===== config.mk =====
export PLATFORM = sky130hd
export DESIGN_NAME = i2s_rx_sequencer
export DESIGN_NICKNAME = d
export VERILOG_FILES = /design/src/rtl/i2s_rx_sequencer.sv
export SDC_FILE = /design/constraint.sdc
export NUM_CORES = 1
export LEC_CHECK = 0
export CORE_UTILIZATION = 40
export CTS_CLUSTER_DIAMETER = 50
export CTS_CLUSTER_SIZE = 40
export DETAILED_ROUTE_END_ITERATION = 6
export PLACE_DENSITY = 0.72
export SLEW_MARGIN = 10
export SYNTH_ARGS = -nofsm -noshare
export SYNTH_HDL_FRONTEND = slang
export SYNTH_SLANG_ARGS = --single-unit

===== constraint.sdc =====
create_clock -name MCLK -period 5.62 [get_ports MCLK]
set_input_delay 0.562 -clock MCLK [delete_from_list [all_inputs] [get_ports MCLK]]
set_output_delay 0.562 -clock MCLK [all_outputs]
set_load 0.02 [all_outputs]

===== src/rtl/i2s_rx_sequencer.sv =====
// i2s_rx_sequencer
//   Frames a pre-synchronised I2S serial stream into left/right sample pairs.
//   All logic runs on MCLK; bit-clock and word-select edges arrive as
//   one-MCLK strobes produced upstream.
//
// Parameters
//   DW    audio sample width in bits (2..SLOT-1)
//   SLOT  maximum BCLK periods in one channel slot
//
// Ports
//   MCLK       system clock (rising edge)
//   RST        asynchronous active-high reset
//   EN         receiver enable (level)
//   SDATA      serial data, already in the MCLK domain
//   BCLK_RISE  one-cycle strobe per bit-clock rising edge
//   LR_RISE    one-cycle strobe on LRCLK 0->1 (right slot starts)
//   LR_FALL    one-cycle strobe on LRCLK 1->0 (left slot starts)
//   READY      consumer accepts the held pair
//   ERR_CLR    clears SYNC_ERR / OVERRUN
//   L_DATA     held left sample, MSB-first assembled
//   R_DATA     held right sample
//   VALID      held pair not yet consumed
//   LOCKED     a complete L/R pair has been seen since the last resync
//   SYNC_ERR   sticky framing error
//   OVERRUN    sticky dropped-pair error
module i2s_rx_sequencer #(
  parameter int DW   = 24,
  parameter int SLOT = 32
) (
  input  logic          MCLK,
  input  logic          RST,
  input  logic          EN,
  input  logic          SDATA,
  input  logic          BCLK_RISE,
  input  logic          LR_RISE,
  input  logic          LR_FALL,
  input  logic          READY,
  input  logic          ERR_CLR,
  output logic [DW-1:0] L_DATA,
  output logic [DW-1:0] R_DATA,
  output logic          VALID,
  output logic          LOCKED,
  output logic          SYNC_ERR,
  output logic          OVERRUN
);

  localparam int BCW     = (DW > 2) ? $clog2(DW) : 1;
  localparam int SCW_MIN = $clog2(SLOT + 1);
  localparam int SCW     = (SCW_MIN > 6) ? SCW_MIN : 6;

  typedef enum logic [1:0] {
    S_IDLE,
    S_DELAY,
    S_SHIFT,
    S_PAD
  } state_t;

  state_t          r_state;
  logic            r_ch;        // 0 = left slot, 1 = right slot
  logic [BCW-1:0]  r_bit_cnt;
  logic [SCW-1:0]  r_slot_cnt;
  logic [DW-2:0]   r_shift;     // the final bit is taken straight from SDATA
  logic [DW-1:0]   r_word_l;
  logic [DW-1:0]   r_word_r;
  logic [DW-1:0]   r_l_data;
  logic [DW-1:0]   r_r_data;
  logic            r_valid;
  logic            r_locked;
  logic            r_sync_err;
  logic            r_overrun;
  logic            r_pair_vld_p1; // pair completed last cycle, awaiting handoff

  logic [DW-1:0]   w_word;
  logic            w_last_bit;
  logic            w_slot_ovf;
  logic            w_load;
  logic            w_drop;
  logic            w_short;
  logic            w_sync_set;

  assign w_word     = {r_shift, SDATA};
  assign w_last_bit = (r_bit_cnt == BCW'(DW - 1));
  // The counter holds the BCLKs already seen, so this strobe is number SLOT+1.
  assign w_slot_ovf = (r_slot_cnt == SCW'(SLOT));
  assign w_load     = r_pair_vld_p1 && (!r_valid || READY);
  assign w_drop     = r_pair_vld_p1 && r_valid && !READY;
  assign w_short    = (r_state == S_DELAY) || (r_state == S_SHIFT);

  // Framing error detection; LR strobes outrank a coincident BCLK strobe.
  always_comb begin
    w_sync_set = 1'b0;
    if (EN) begin
      if (LR_RISE && LR_FALL) begin
        w_sync_set = 1'b1;
      end else if (LR_FALL) begin
        w_sync_set = w_short || ((r_state == S_PAD) && !r_ch);
      end else if (LR_RISE) begin
        w_sync_set = w_short || ((r_state == S_PAD) && r_ch);
      end else if (BCLK_RISE && (r_state != S_IDLE)) begin
        w_sync_set = w_slot_ovf;
      end
    end
  end

  always_ff @(posedge MCLK or posedge RST) begin
    if (RST) begin
      r_state       <= S_IDLE;
      r_ch          <= 1'b0;
      r_bit_cnt     <= '0;
      r_slot_cnt    <= '0;
      r_shift       <= '0;
      r_word_l      <= '0;
      r_word_r      <= '0;
      r_l_data      <= '0;
      r_r_data      <= '0;
      r_valid       <= 1'b0;
      r_locked      <= 1'b0;
      r_sync_err    <= 1'b0;
      r_overrun     <= 1'b0;
      r_pair_vld_p1 <= 1'b0;
    end else begin
      // Output handoff: a load in the same cycle as a consume keeps VALID high.
      if (w_load) begin
        r_l_data <= r_word_l;
        r_r_data <= r_word_r;
        r_valid  <= 1'b1;
      end else if (r_valid && READY) begin
        r_valid <= 1'b0;
      end
      r_pair_vld_p1 <= 1'b0;

      // Sticky flags: a set in the same cycle as ERR_CLR wins.
      r_sync_err <= w_sync_set | (r_sync_err & ~ERR_CLR);
      r_overrun  <= (w_drop & EN) | (r_overrun & ~ERR_CLR);

      if (!EN) begin
        r_state    <= S_IDLE;
        r_locked   <= 1'b0;
        r_bit_cnt  <= '0;
        r_slot_cnt <= '0;
      end else if (LR_RISE && LR_FALL) begin
        r_state    <= S_IDLE;
        r_ch       <= 1'b0;
        r_locked   <= 1'b0;
        r_bit_cnt  <= '0;
        r_slot_cnt <= '0;
        r_shift    <= '0;
        r_word_l   <= '0;
      end else if (LR_FALL) begin
        // Accepted or not, a falling LRCLK always starts a fresh left slot.
        r_state    <= S_DELAY;
        r_ch       <= 1'b0;
        r_bit_cnt  <= '0;
        r_slot_cnt <= '0;
        if (w_sync_set) begin
          r_locked <= 1'b0;
          r_shift  <= '0;
          r_word_l <= '0;
        end
      end else if (LR_RISE) begin
        if (w_sync_set) begin
          r_state    <= S_IDLE;
          r_ch       <= 1'b0;
          r_locked   <= 1'b0;
          r_bit_cnt  <= '0;
          r_slot_cnt <= '0;
          r_shift    <= '0;
          r_word_l   <= '0;
        end else if (r_state == S_PAD) begin
          r_state    <= S_DELAY;
          r_ch       <= 1'b1;
          r_bit_cnt  <= '0;
          r_slot_cnt <= '0;
        end
      end else if (BCLK_RISE && (r_state != S_IDLE)) begin
        if (w_slot_ovf) begin
          r_state    <= S_IDLE;
          r_ch       <= 1'b0;
          r_locked   <= 1'b0;
          r_bit_cnt  <= '0;
          r_slot_cnt <= '0;
          r_shift    <= '0;
          r_word_l   <= '0;
        end else begin
          r_slot_cnt <= r_slot_cnt + SCW'(1);
          case (r_state)
            S_DELAY: begin
              // First BCLK after the LR edge is the I2S one-bit delay.
              r_state   <= S_SHIFT;
              r_bit_cnt <= '0;
            end
            S_SHIFT: begin
              r_shift   <= w_word[DW-2:0];
              r_bit_cnt <= r_bit_cnt + BCW'(1);
              if (w_last_bit) begin
                r_state <= S_PAD;
                if (r_ch) begin
                  r_word_r      <= w_word;
                  r_locked      <= 1'b1;
                  r_pair_vld_p1 <= 1'b1;
                end else begin
                  r_word_l <= w_word;
                end
              end
            end
            default: begin
            end
          endcase
        end
      end
    end
  end

  assign L_DATA   = r_l_data;
  assign R_DATA   = r_r_data;
  assign VALID    = r_valid;
  assign LOCKED   = r_locked;
  assign SYNC_ERR = r_sync_err;
  assign OVERRUN  = r_overrun;

endmodule

==> flow_metrics.tcl <==
set metrics [dict create \
    outcome "finished, final reports clean" \
    tns_ns 0 \
    peakVddDrop_mv 0.217 \
    portBuffers 60 \
    diodes 0 \
    critPathMaxFanout 33 \
    p_per_area_nw_per_um2 311 \
    yosysUniqueCellTypes 46 \
    vias 3858 \
    cts_buffers 17 \
    critical_path.endpoint "r_shift[5]$_DFFE_PP0P_" \
    numClockSinks 138 \
    drc 0 \
    die_w_um 123 \
    max-cap-violations 0 \
    ys.warnings.count 0 \
    cts_max_level 4 \
    root_buffer "clkbuf_16" \
    globalplace.congestion 0.837 \
    p_leak_nw 3.42 \
    fin_crit_sh_pct 45.0 \
    rsz0062_at_grt "no" \
    multi_input_area_um2 2260 \
    syn_area_per_cell_um2 12.8 \
    cts_buffer_depth 2 \
    cts_repair_resize_count 0 \
    max_slew.worst_pin.slew_ns 1.19 \
    r2r_start "r_state[0]$_DFFE_PP0P_" \
    synth_seq_cells 138 \
    die_h_um 123 \
    worst_skew_pair.late_latency_ns 0.42 \
    post_drt_wl_per_cell_um 17.4 \
    hold_path_class "register to register" \
    placeableCoreArea_um2 14100 \
    drt_wl_total_mm 12.2 \
    syn_area_um2 5870 \
    fmax_mhz 396 \
    postSynthCellCount 459 \
    final_hold_viol_count 0 \
    crit_arrival_ns 2.83 \
    reg2reg_slack_ns 3.11 \
    grt_util_all_layers_pct 17.5 \
    num_rows 43 \
    synth_ff_type "dfrtp_1" \
    ys_seq_area_share_pct 58.8 \
    crit_start "LR_RISE" \
    routed_via_density 5.47 \
    syn_nets 474 \
    nets 528 \
    grt_pass1_wl_mm 20.2 \
    slew_violations 0 \
    crit_type "primary input to register" \
    setup_viol 0 \
    synth_edf_count 0 \
    regArea_um2 3450 \
    final_core_utilization_pct 51.0 \
    ff2ff_path_depth 7 \
    endpoint_kind "register" \
    cp-start-kind "primary input" \
    antenna_found_initial 0 \
    fillerInstances 1218 \
    p_total_mw 2.24 \
    synthArstFlopShare_pct 100 \
    design_area_um2 7190 \
    drive_gt1_share_pct 22.7 \
    drt_iter0_drc 238 \
    post_cts_buffers 0 \
    area_delta_synth_final_pct 22.5 \
    start_util_pct 41.7 \
    firstDrtPassIters 4 \
    clock-skew-final_ns 0.00877 \
    placed_cell_area_um2 6600 \
    hpwlAfterDp_mm 7.66 \
    antenna_left 0 \
    dieArea_um2 15200 \
    hold_buffers 0 \
    r2r-end "r_word_r[21]$_DFFE_PP0P_" \
    cp.required_ns 5.92 \
    overflow 0 \
    clk_pin_slew_worst_paths_ns 0.06 \
    cts_tree "yes" \
    grt_start_max_net_pins 87 \
    grt_pass1_vias 4003 \
    boundaryPins 61 \
    slew_headroom_pct 20.7 \
    min_period_ns 2.53 \
]
[per-stage QoR]
| stage | hold slack, ns | instances | setup slack, ns |
|---|---|---|---|
| 2_1_floorplan | 0.456 | 459 | 1.36 |
| 4_1_cts | 0.492 | 705 | 2.79 |
| 3_5_place_dp | 0.479 | 674 | 2.37 |
| 3_3_place_gp | 0.467 | 674 | 2.47 |
| 6_report | 0.489 | 705 | 3.09 |
| 5_1_grt | 0.498 | 705 | 2.91 |
[layout by cell type, fill, tap and decap left out, drive strengths merged, types with 2 or more instances in the layout]
cell type	synthesis	layout
inv	9	11
nand2b	4	4
o31ai	3	3
nor2b	6	6
clkinvlp	0	4
nand3b	2	2
buf	14	4
a211oi	2	2
and2	2	2
nand3	4	4
nor3b	2	2
ha	6	6
o22a	46	46
mux2	73	73
o22ai	3	3
bufinv	0	2
nor3	2	2
clkdlybuf4s50	0	60
clkbuf	15	22
nand2	43	43
and3	2	2
o21ai	18	18
nor2	13	13
dfrtp	138	138
a31oi	6	6
a21oi	30	30
[cell families (layout without fill, tap and decap cells)]
family                     Yosys count  in the layout  synth area share, %
adders and majority gates            6              6                 1.28
xor gates and xnor gates             1              1                0.149
DFF                                138            138                 58.8
buffers and inverters               38            104                 3.30
muxes                               73             73                 15.2
AOI/OAI and AO/OA                  118            118                 14.0
and+or+nand+nor                     85             85                 7.24
[worst max-delay path: stages]
cell	delay, ns
clkdlybuf4s50_1	0.46
buf_4	0.33
or2_2	0.24
nor2_1	0.07
nor2_1	0.40
o311ai_4	0.42
o22a_1	0.32
[how the worst min path moves through the flow]
stage / startpoint / endpoint / slack [ns] / depth (start not counted)
4_1_cts: r_word_l[12]$_DFFE_PP0P_ / r_word_l[12]$_DFFE_PP0P_ / 0.49 / 1
3_3_place_gp: r_word_l[9]$_DFFE_PP0P_ / r_word_l[9]$_DFFE_PP0P_ / 0.47 / 1
6_report: r_word_l[19]$_DFFE_PP0P_ / r_word_l[19]$_DFFE_PP0P_ / 0.49 / 1
5_1_grt: r_word_l[12]$_DFFE_PP0P_ / r_word_l[12]$_DFFE_PP0P_ / 0.50 / 1
2_1_floorplan: r_word_l[0]$_DFFE_PP0P_ / r_word_l[0]$_DFFE_PP0P_ / 0.46 / 1
3_5_place_dp: r_word_l[12]$_DFFE_PP0P_ / r_word_l[12]$_DFFE_PP0P_ / 0.48 / 1
[sequential cells by signal, indices dropped and copies added (netlist names)]
name / count
L_DATA: 24
R_DATA: 24
r_word_l: 24
r_word_r: 24
r_shift: 23
r_slot_cnt: 6
r_bit_cnt: 5
r_state: 2
LOCKED: 1
OVERRUN: 1
SYNC_ERR: 1
VALID: 1
r_ch: 1
r_pair_vld_p1: 1
[area by class of cell]
cell class	instances	share of cell area (%)
Clock buffer	22	6.59
Tap cell	180	3.13
Sequential cell	138	48.0
Multi-Input combinational cell	283	31.4
Timing Repair Buffer	64	8.77
Inverter	9	0.539
Clock inverter	9	1.57
[Yosys cell counts (3+ instances only)]
library cell / count / area, µm²
o21ai_0: 18 / 90.1
mux2_4: 19 / 285
clkbuf_1: 15 / 56.3
nor2b_1: 6 / 37.5
inv_1: 9 / 33.8
o22a_1: 46 / 403
o31ai_1: 3 / 22.5
a31oi_1: 6 / 37.5
nand2_1: 43 / 161
a21oi_1: 30 / 150
dfrtp_1: 138 / 3450
nand2b_1: 4 / 25.0
buf_2: 9 / 45.0
nand3_1: 4 / 20.0
mux2_2: 54 / 608
nor2_1: 12 / 45.0
ha_1: 6 / 75.1
o22ai_1: 3 / 18.8
[power by group]
group | switching [mW] | internal (mW)
Clock | 0.414 | 0.688
Sequential | 0.00580 | 1.00
Combinational | 0.0911 | 0.0378
[layer usage]
layer / routed length, µm / vias to the layer above / global-route usage (%)
met5: 0 / - / 0
met4: 270 / 0 / 7.76
met2: 5970 / 91 / 28.1
met1: 5480 / 1966 / 22.1
li1: - / 1779 / -
met3: 512 / 22 / 4.84
Note: power is estimated with default switching activity, not from simulation.
